--- src/rtl/dmem_arbiter_if.sv ---
// Requester-side bus of the data-memory arbiter: port A (CPU load/store) and port B (DMA/debug).
// Handshake: a requester raises *_req with stable fields and holds them until it sees *_gnt in the
// same cycle; gnt means the access happened this cycle. Reads return *_rdata with a one-cycle *_rvalid.
interface dmem_arbiter_if;
    logic        a_req;
    logic        a_we;
    logic [31:0] a_addr;
    logic [31:0] a_wdata;
    logic        a_gnt;
    logic [31:0] a_rdata;
    logic        a_rvalid;

    logic        b_req;
    logic        b_we;
    logic        b_lock;
    logic [31:0] b_addr;
    logic [31:0] b_wdata;
    logic        b_gnt;
    logic [31:0] b_rdata;
    logic        b_rvalid;

    modport slave (
        input  a_req, a_we, a_addr, a_wdata,
        output a_gnt, a_rdata, a_rvalid,
        input  b_req, b_we, b_lock, b_addr, b_wdata,
        output b_gnt, b_rdata, b_rvalid
    );

    modport master (
        output a_req, a_we, a_addr, a_wdata,
        input  a_gnt, a_rdata, a_rvalid,
        output b_req, b_we, b_lock, b_addr, b_wdata,
        input  b_gnt, b_rdata, b_rvalid
    );
endinterface

--- src/rtl/dmem_arbiter.sv ---
// Round-robin arbiter sharing a single-port data memory between ports A and B, with B burst locking.
// Optional feature: define DMEM_ALIGN_CHECK_EN to suppress and flag misaligned accesses via err.
module dmem_arbiter #(
    parameter int unsigned MAX_BURST = 16
) (
    input  logic        clk,
    input  logic        resetn,
    dmem_arbiter_if.slave bus,
    output logic [31:0] mem_address,
    output logic        mem_writeEnable,
    output logic [31:0] mem_dataIn,
    input  logic [31:0] mem_dataOut,
    output logic        err,
    output logic        dbg_state_o
);
    typedef enum logic {ARB = 1'b0, BURST = 1'b1} state_e;

    localparam logic [7:0] MAX_B = 8'(MAX_BURST);

    state_e      state_q, state_d;
    logic        last_q, last_d;          // 1 = B won the most recent grant
    logic [7:0]  cnt_q, cnt_d;
    logic        gnt_a, gnt_b;
    logic        mis_a, mis_b;
    logic [31:0] a_rdata_q, b_rdata_q;
    logic        a_rvalid_q, b_rvalid_q;
    logic        err_q;

`ifdef DMEM_ALIGN_CHECK_EN
    assign mis_a = |bus.a_addr[1:0];
    assign mis_b = |bus.b_addr[1:0];
`else
    assign mis_a = 1'b0;
    assign mis_b = 1'b0;
`endif

    always_comb begin
        gnt_a   = 1'b0;
        gnt_b   = 1'b0;
        state_d = state_q;
        cnt_d   = cnt_q;
        last_d  = last_q;
        if (resetn) begin
            unique case (state_q)
                ARB: begin
                    if (bus.a_req && bus.b_req) begin
                        if (last_q) gnt_a = 1'b1;
                        else        gnt_b = 1'b1;
                    end else if (bus.a_req) begin
                        gnt_a = 1'b1;
                    end else if (bus.b_req) begin
                        gnt_b = 1'b1;
                    end
                end
                BURST: begin
                    // A only breaks in once B has used its full quota, or when B is idle.
                    if (bus.b_req && !(bus.a_req && cnt_q == MAX_B)) gnt_b = 1'b1;
                    else if (bus.a_req)                              gnt_a = 1'b1;
                end
                default: ;
            endcase

            if (gnt_a) begin
                last_d = 1'b0;
                if (state_q == BURST && cnt_q == MAX_B) cnt_d = 8'd0;
            end
            if (gnt_b) begin
                last_d = 1'b1;
                if (bus.b_lock) begin
                    state_d = BURST;
                    if (state_q == ARB)     cnt_d = 8'd1;
                    else if (cnt_q != MAX_B) cnt_d = cnt_q + 8'd1;
                end else begin
                    state_d = ARB;
                    cnt_d   = 8'd0;
                end
            end
        end
    end

    always_comb begin
        mem_address     = 32'd0;
        mem_writeEnable = 1'b0;
        mem_dataIn      = 32'd0;
        if (gnt_a) begin
            mem_address     = bus.a_addr;
            mem_writeEnable = bus.a_we && !mis_a;
            mem_dataIn      = bus.a_wdata;
        end else if (gnt_b) begin
            mem_address     = bus.b_addr;
            mem_writeEnable = bus.b_we && !mis_b;
            mem_dataIn      = bus.b_wdata;
        end
    end

    always_ff @(posedge clk) begin
        if (!resetn) begin
            state_q    <= ARB;
            last_q     <= 1'b1;
            cnt_q      <= 8'd0;
            a_rdata_q  <= 32'd0;
            b_rdata_q  <= 32'd0;
            a_rvalid_q <= 1'b0;
            b_rvalid_q <= 1'b0;
            err_q      <= 1'b0;
        end else begin
            state_q    <= state_d;
            last_q     <= last_d;
            cnt_q      <= cnt_d;
            // A suppressed misaligned access still completes, returning zero data.
            a_rvalid_q <= gnt_a && (!bus.a_we || mis_a);
            b_rvalid_q <= gnt_b && (!bus.b_we || mis_b);
            err_q      <= (gnt_a && mis_a) || (gnt_b && mis_b);
            if (gnt_a && mis_a)          a_rdata_q <= 32'd0;
            else if (gnt_a && !bus.a_we) a_rdata_q <= mem_dataOut;
            if (gnt_b && mis_b)          b_rdata_q <= 32'd0;
            else if (gnt_b && !bus.b_we) b_rdata_q <= mem_dataOut;
        end
    end

    assign bus.a_gnt    = gnt_a;
    assign bus.b_gnt    = gnt_b;
    assign bus.a_rdata  = a_rdata_q;
    assign bus.b_rdata  = b_rdata_q;
    assign bus.a_rvalid = a_rvalid_q;
    assign bus.b_rvalid = b_rvalid_q;
    assign err          = err_q;
    assign dbg_state_o  = state_q;
endmodule

--- src/flat_wrapper.sv ---
// flat-port wrapper written by rule: the top's interface ports become plain ports
module dmem_arbiter_flat 
#(
    parameter int unsigned MAX_BURST = 16
)
  (clk, resetn, mem_address, mem_writeEnable, mem_dataIn, mem_dataOut, err, dbg_state_o, bus_a_req, bus_a_we, bus_a_addr, bus_a_wdata, bus_a_gnt, bus_a_rdata, bus_a_rvalid, bus_b_req, bus_b_we, bus_b_lock, bus_b_addr, bus_b_wdata, bus_b_gnt, bus_b_rdata, bus_b_rvalid);
  dmem_arbiter_if bus_i ();
  input  logic clk;
  input  logic resetn;
  output logic [31:0] mem_address;
  output logic mem_writeEnable;
  output logic [31:0] mem_dataIn;
  input  logic [31:0] mem_dataOut;
  output logic err;
  output logic dbg_state_o;
  input wire logic [$bits(bus_i.a_req)-1:0] bus_a_req;
  input wire logic [$bits(bus_i.a_we)-1:0] bus_a_we;
  input wire logic [$bits(bus_i.a_addr)-1:0] bus_a_addr;
  input wire logic [$bits(bus_i.a_wdata)-1:0] bus_a_wdata;
  output wire logic [$bits(bus_i.a_gnt)-1:0] bus_a_gnt;
  output wire logic [$bits(bus_i.a_rdata)-1:0] bus_a_rdata;
  output wire logic [$bits(bus_i.a_rvalid)-1:0] bus_a_rvalid;
  input wire logic [$bits(bus_i.b_req)-1:0] bus_b_req;
  input wire logic [$bits(bus_i.b_we)-1:0] bus_b_we;
  input wire logic [$bits(bus_i.b_lock)-1:0] bus_b_lock;
  input wire logic [$bits(bus_i.b_addr)-1:0] bus_b_addr;
  input wire logic [$bits(bus_i.b_wdata)-1:0] bus_b_wdata;
  output wire logic [$bits(bus_i.b_gnt)-1:0] bus_b_gnt;
  output wire logic [$bits(bus_i.b_rdata)-1:0] bus_b_rdata;
  output wire logic [$bits(bus_i.b_rvalid)-1:0] bus_b_rvalid;
  assign bus_i.a_req = bus_a_req;
  assign bus_i.a_we = bus_a_we;
  assign bus_i.a_addr = bus_a_addr;
  assign bus_i.a_wdata = bus_a_wdata;
  assign bus_a_gnt = bus_i.a_gnt;
  assign bus_a_rdata = bus_i.a_rdata;
  assign bus_a_rvalid = bus_i.a_rvalid;
  assign bus_i.b_req = bus_b_req;
  assign bus_i.b_we = bus_b_we;
  assign bus_i.b_lock = bus_b_lock;
  assign bus_i.b_addr = bus_b_addr;
  assign bus_i.b_wdata = bus_b_wdata;
  assign bus_b_gnt = bus_i.b_gnt;
  assign bus_b_rdata = bus_i.b_rdata;
  assign bus_b_rvalid = bus_i.b_rvalid;
  dmem_arbiter #(.MAX_BURST(MAX_BURST)) u_core (.clk(clk), .resetn(resetn), .bus(bus_i), .mem_address(mem_address), .mem_writeEnable(mem_writeEnable), .mem_dataIn(mem_dataIn), .mem_dataOut(mem_dataOut), .err(err), .dbg_state_o(dbg_state_o));
endmodule
--- config.mk ---
export PLATFORM = sky130hd
export DESIGN_NAME = dmem_arbiter_flat
export DESIGN_NICKNAME = d
export VERILOG_FILES = /design/src/rtl/dmem_arbiter_if.sv /design/src/rtl/dmem_arbiter.sv /design/src/flat_wrapper.sv
export SDC_FILE = /design/constraint.sdc
export NUM_CORES = 1
export LEC_CHECK = 0
export ABC_AREA = 0
export CORE_AREA = 2 2 116 118
export DETAILED_ROUTE_END_ITERATION = 10
export DIE_AREA = 0 0 118 120
export PLACE_DENSITY = 0.81
export SKIP_CTS_REPAIR_TIMING = 1
export SYNTH_ARGS = -nofsm -noshare
export SYNTH_HDL_FRONTEND = slang
export SYNTH_SLANG_ARGS = --single-unit
--- constraint.sdc ---
create_clock -name clk -period 2.3 [get_ports clk]
set_input_delay 0.46 -clock clk [delete_from_list [all_inputs] [get_ports clk]]
set_output_delay 0.46 -clock clk [all_outputs]
set_load 0.05 [all_outputs]
* Yosys cells after proc, flatten, opt, wreduce, memory -nomap -nowiden
Cells that the tools add are included.
** Cells by class
- Add/subtract/negate cells :: 1
- $mul :: 0
- Div/mod/pow operators :: 0
- Magnitude comparators :: 0
- Equal/unequal tests :: 2
- Shifts and indexed selects :: 0
- Multiplexer cells :: 28
- Bitwise operators :: 2
- Reduce and logical (&&, ||, !) cells :: 10
** Operators by type and width (number)
- $mux W32 :: 4
- $mux W8 :: 6
- $mux W1 :: 16
- $add A8 B1 Y8 const B :: 1
- $eq A8 B5 Y1 const B :: 1
- $ne A8 B5 Y1 const B :: 1
- $logic_and A1 B1 Y1 :: 6
- $pmux W1 S2 :: 2
- $logic_not A1 Y1 :: 3
- $not A1 Y1 :: 2
- $reduce_or A2 Y1 :: 1
** Word-level totals
- Flip-flop bits (word level) :: 76
- Bits in latches :: 0
- Bits in writable memories :: 0
- Bits in read-only memories :: 0
- Bits of input ports :: 167
- Word-level logic and storage cells :: 50
- Memories :: 0

* Depth between registers and ports, before layout
- Depth after elaboration :: 12
- Depth in mapped cells :: 8
- Depth with buffers taken out :: 6

* Least setup slack after synthesis
Ideal clock, no wire load.
- Path kind :: flip-flop to output port
- Start :: register u_core.state_q, in the netlist u_core.dbg_state_o
- End :: output port mem_dataIn[22]
- Data arrival time :: 2441 ps
- Required time :: 1840 ps
- Path slack :: -601 ps
- Cell stages (with the launch flop) :: 6
- Cells stage by stage :: dfxtp_1 > buf_2 > a31oi_4 > a21oi_1 > clkbuf_1 > a22o_1
** On the way
- Elaborated cells on any way between the ends :: 9
- Classes of those cells :: mux: 8; bitwise: 1
** RTL lines
- from (decl) :: RTL line dmem_arbiter.sv:20 : state_e state_q, state_d;
- from (signal assigned) :: RTL line dmem_arbiter.sv:107 : state_q <= state_d;
- $not A1 Y1
- $pmux W1 S2 (*) :: RTL line dmem_arbiter.sv:44 : unique case (state_q)
- $mux W1 (*) (2 in series) :: RTL line dmem_arbiter.sv:43 : if (resetn) begin
- named net bus_a_gnt :: RTL line flat_wrapper.sv:20 : output wire logic [$bits(bus_i.a_gnt)-1:0] bus_a_gnt;
- $mux W32 (*) :: RTL line dmem_arbiter.sv:85 : if (gnt_a) begin
- to (decl) :: RTL line flat_wrapper.sv:12 : output logic [31:0] mem_dataIn;
Mark *: on every way through the listed nets, which the timed path passes. The rest lies on a longest branch. The select of a mux whose other input is x is not followed.

* Final worst setup path
- Start :: register u_core.cnt_q[1]
- End :: output port mem_dataIn[27]
** On the way
- Cells in the longest elaborated chain, start to end :: 10
- Elaborated cells on any way between the ends :: 14
- Classes of those cells :: eq/ne: 1; mux: 10; reduce/logical: 3
** RTL lines
- from (decl) :: RTL line dmem_arbiter.sv:22 : logic [7:0] cnt_q, cnt_d;
- from (signal assigned) :: RTL line dmem_arbiter.sv:109 : cnt_q <= cnt_d;
- $eq A8 B5 Y1 (*) :: RTL line dmem_arbiter.sv:57 : if (bus.b_req && !(bus.a_req && cnt_q == MAX_B)) gnt_b = 1'b1;
- $logic_and A1 B1 Y1 (*) :: RTL line dmem_arbiter.sv:57
- $logic_not A1 Y1 (*) :: RTL line dmem_arbiter.sv:57
- $logic_and A1 B1 Y1 (*) :: RTL line dmem_arbiter.sv:57
- $mux W1 :: RTL line dmem_arbiter.sv:57
- $pmux W1 S2 :: RTL line dmem_arbiter.sv:44
- $mux W1 (2 in series) :: RTL line dmem_arbiter.sv:43
- $mux W32 :: RTL line dmem_arbiter.sv:89 : end else if (gnt_b) begin
- $mux W32 (*) :: RTL line dmem_arbiter.sv:85
Mark *: on every way between the ends. The rest lies on a longest branch, timed or not. The select of a mux whose other input is x is not followed.

==> results_dict.tcl <==
set metrics [dict create \
    status "complete, but fails checks" \
    violations "setup timing" \
    finalClockSkew_ns 0.00544 \
    grt_pass1_vias 4641 \
    critPathArrivalTime_ns 2.19 \
    cp-startpoint "u_core.cnt_q[1]" \
    avgRoutedWirePerCell_um 20.9 \
    avgSynthCellArea_um2 8.83 \
    cp-start-kind "flip-flop" \
    yosysSeqAreaShare_pct 38.7 \
    async_flop_share_pct 0 \
    dr.pass1.iters 4 \
    viasPerCell 4.94 \
    stdcell_count 948 \
    wl_mm 19.8 \
    placed_cells 909 \
    min_path_type "reg2reg" \
    drv_cap 0 \
    dieArea_mm2 0.0142 \
    gp_congestion 0.913 \
    yosysUniqueCellTypes 46 \
    std_cell_rows 42 \
    clkLatencyLatePin_ns 0.34 \
    timing.rr.start "u_core.cnt_q[1]" \
    tns_ns -21.51 \
    cts_max_level 3 \
    p_comb_share_pct 39.5 \
    clkPwrFrac_pct 32.5 \
    overflow 0 \
    fin_util_pct 71.5 \
    hpwl_mm 14.1 \
    tightest_slew_ns 0.633 \
    grt.total_usage_pct 24.3 \
    cts_num_sinks 76 \
    grt_max_degree 44 \
    finalWorstPathRequiredPeriod_ns 2.65 \
    worstSetupEndpointType "output pin" \
    leakagePower_nw 3.87 \
    ir_worst_vdd_mv 0.435 \
    cts_buffer_depth 2 \
    die_w_um 118 \
    rsz0062_at_grt "true" \
    max_freq_mhz 378 \
    antenna_found_initial 1 \
    grt_pass1_wl_mm 26.9 \
    nFillCells 907 \
    cts.clk_slew.worst_paths_ns 0.06 \
    hold_start "u_core.bus.a_rdata[21]" \
    ys.warnings.count 0 \
    drtAntennaViolNets 0 \
    hold_viol_final 0 \
    power_switching_mw 1.59 \
    synthCells 445 \
    relSlewSlack_pct 57.7 \
    ios 302 \
    drt-initial-drc-count 276 \
    dr_total_vias 4681 \
    sw_frac_of_total_pct 31.4 \
    setup_slack_ns -0.346 \
    crit_required_ns 1.84 \
    syn_to_final_growth_pct 136 \
    crit_fanout 9 \
    setup_viol 67 \
    p_int_mw 3.46 \
    p_per_area_mw_per_mm2 544 \
    power_frac_seq_pct 28.0 \
    slew_viol_final 0 \
    cts_tree "built" \
    initial_utilization_pct 30.3 \
    ys.flop_type "dfxtp_1" \
    io_buffer_count 300 \
    post-route-period-util_pct 115 \
    synth-edff-count 0 \
    ys_ff_latch 76 \
    drc 0 \
    core_area_mm2 0.0130 \
    syn_nets 614 \
    drive_gt1_share_pct 27.2 \
    clockRootBuffer "clkbuf_16" \
    path_class "reg2out" \
    nets 935 \
    syn_area_mm2 0.00393 \
    die_h_um 120 \
    cts_inserted_buffers 9 \
]
[synth_stat cells, drive strengths merged (3+ instances only)]
cell type / instances / area [um^2]
a22o: 66 / 578
clkbuf: 16 / 60.1
a31oi: 3 / 33.8
nand2: 109 / 409
buf: 21 / 154
nor2: 6 / 22.5
dfxtp: 76 / 1520
inv: 35 / 131
and3: 3 / 18.8
a21oi: 5 / 28.8
mux2i: 65 / 651
nand3: 5 / 25.0
[logic make-up after synthesis]
| family | count (synthesis) | synth area share (%) |
|---|---|---|
| xor+xnor | 1 | 0.223 |
| flops | 76 | 38.7 |
| buf+inv | 72 | 8.78 |
| fa+ha+maj | 2 | 0.636 |
| mux | 65 | 16.5 |
| simple gates | 135 | 14.6 |
| compound gates | 93 | 20.4 |
| other cells | 1 | 0.0954 |
[cells in the final DEF (no fill, tap or decap), types with 3 or more instances in the layout]
cell             Yosys  layout
a21oi_4              0       3
a22o_4               0      65
and3_1               3       3
buf_12               0      75
buf_4                8      21
buf_6                0       4
buf_8                3       4
bufinv_16            0       3
clkbuf_16            0      18
clkdlybuf4s50_1      0     232
dfxtp_1             76      73
dfxtp_2              0       3
inv_1               35      33
mux2i_1             65      65
nand2_1            109     109
nand3_1              5       5
nor2_1               6       6
[layout make-up]
| type | instances | area (um^2) | area share, % |
|---|---|---|---|
| Timing Repair Buffer | 347 | 4370 | 47.0 |
| Clock inverter | 6 | 111 | 1.20 |
| Antenna cell | 1 | 2.50 | 0.0270 |
| Clock buffer | 10 | 239 | 2.57 |
| Tap cell | 176 | 220 | 2.37 |
| Sequential cell | 76 | 1530 | 16.4 |
| Multi-Input combinational cell | 297 | 2690 | 28.9 |
| Inverter | 35 | 131 | 1.42 |
[critical path, stage by stage (launching register included)]
cell and delay [ns]:
dfxtp_2 0.34, inv_2 0.05, ha_4 0.15, and4bb_4 0.19, buf_6 0.12, a31oi_4 0.16
a21oi_4 0.11, buf_12 0.18, buf_16 0.15, a22o_4 0.24, buf_12 0.15
[path summary, 6_finish.rpt]
check                            to  slack [ns]  cells past startpoint
min          u_core.bus.a_rdata[21]        0.45                      2
max                  mem_dataIn[27]       -0.35                     10
max reg2reg   u_core.bus.a_rdata[4]        0.11                     10
min reg2reg  u_core.bus.a_rdata[21]        0.45                      2
[registers in the layout, summed over array words and instances (netlist names)]
signal,cells
u_core.bus.b_rdata,32
u_core.bus.a_rvalid,1
u_core.last_q,1
u_core.dbg_state_o,1
u_core.bus.a_rdata,32
u_core.bus.b_rvalid,1
u_core.cnt_q,8
[power by group through the flow]
stage | clock network (mW) | logic, mW | registers, mW
6_report | 1.64 | 1.99 | 1.41
5_1_grt | 1.71 | 2.05 | 1.42
4_1_cts | 1.67 | 1.85 | 1.41
3_5_place_dp | 0 | 1.84 | 1.44
3_3_place_gp | 0 | 1.82 | 1.44
2_1_floorplan | 0 | 0.704 | 1.65
[layer usage]
| layer | part of all wire (%) | track usage, % | wire, um |
|---|---|---|---|
| met5 | 0 | 0 | 0 |
| met4 | 3.3 | 9.34 | 663 |
| met3 | 7.6 | 7.94 | 1500 |
| met2 | 52 | 43.5 | 10200 |
| met1 | 38 | 26.7 | 7440 |
[through the flow]
step	hold slack, ns	instance area [um^2]	worst slack [ns]	power [mW]
floorplan	0.474	4410	-0.0761	2.35
global placement	0.441	8340	-0.0768	3.26
detailed placement	0.449	8340	-0.145	3.28
CTS	0.457	8690	-0.475	4.94
global route	0.469	9280	-0.423	5.19
finish	0.455	9280	-0.346	5.05
No activity file was read; power rests on OpenSTA's default activity.
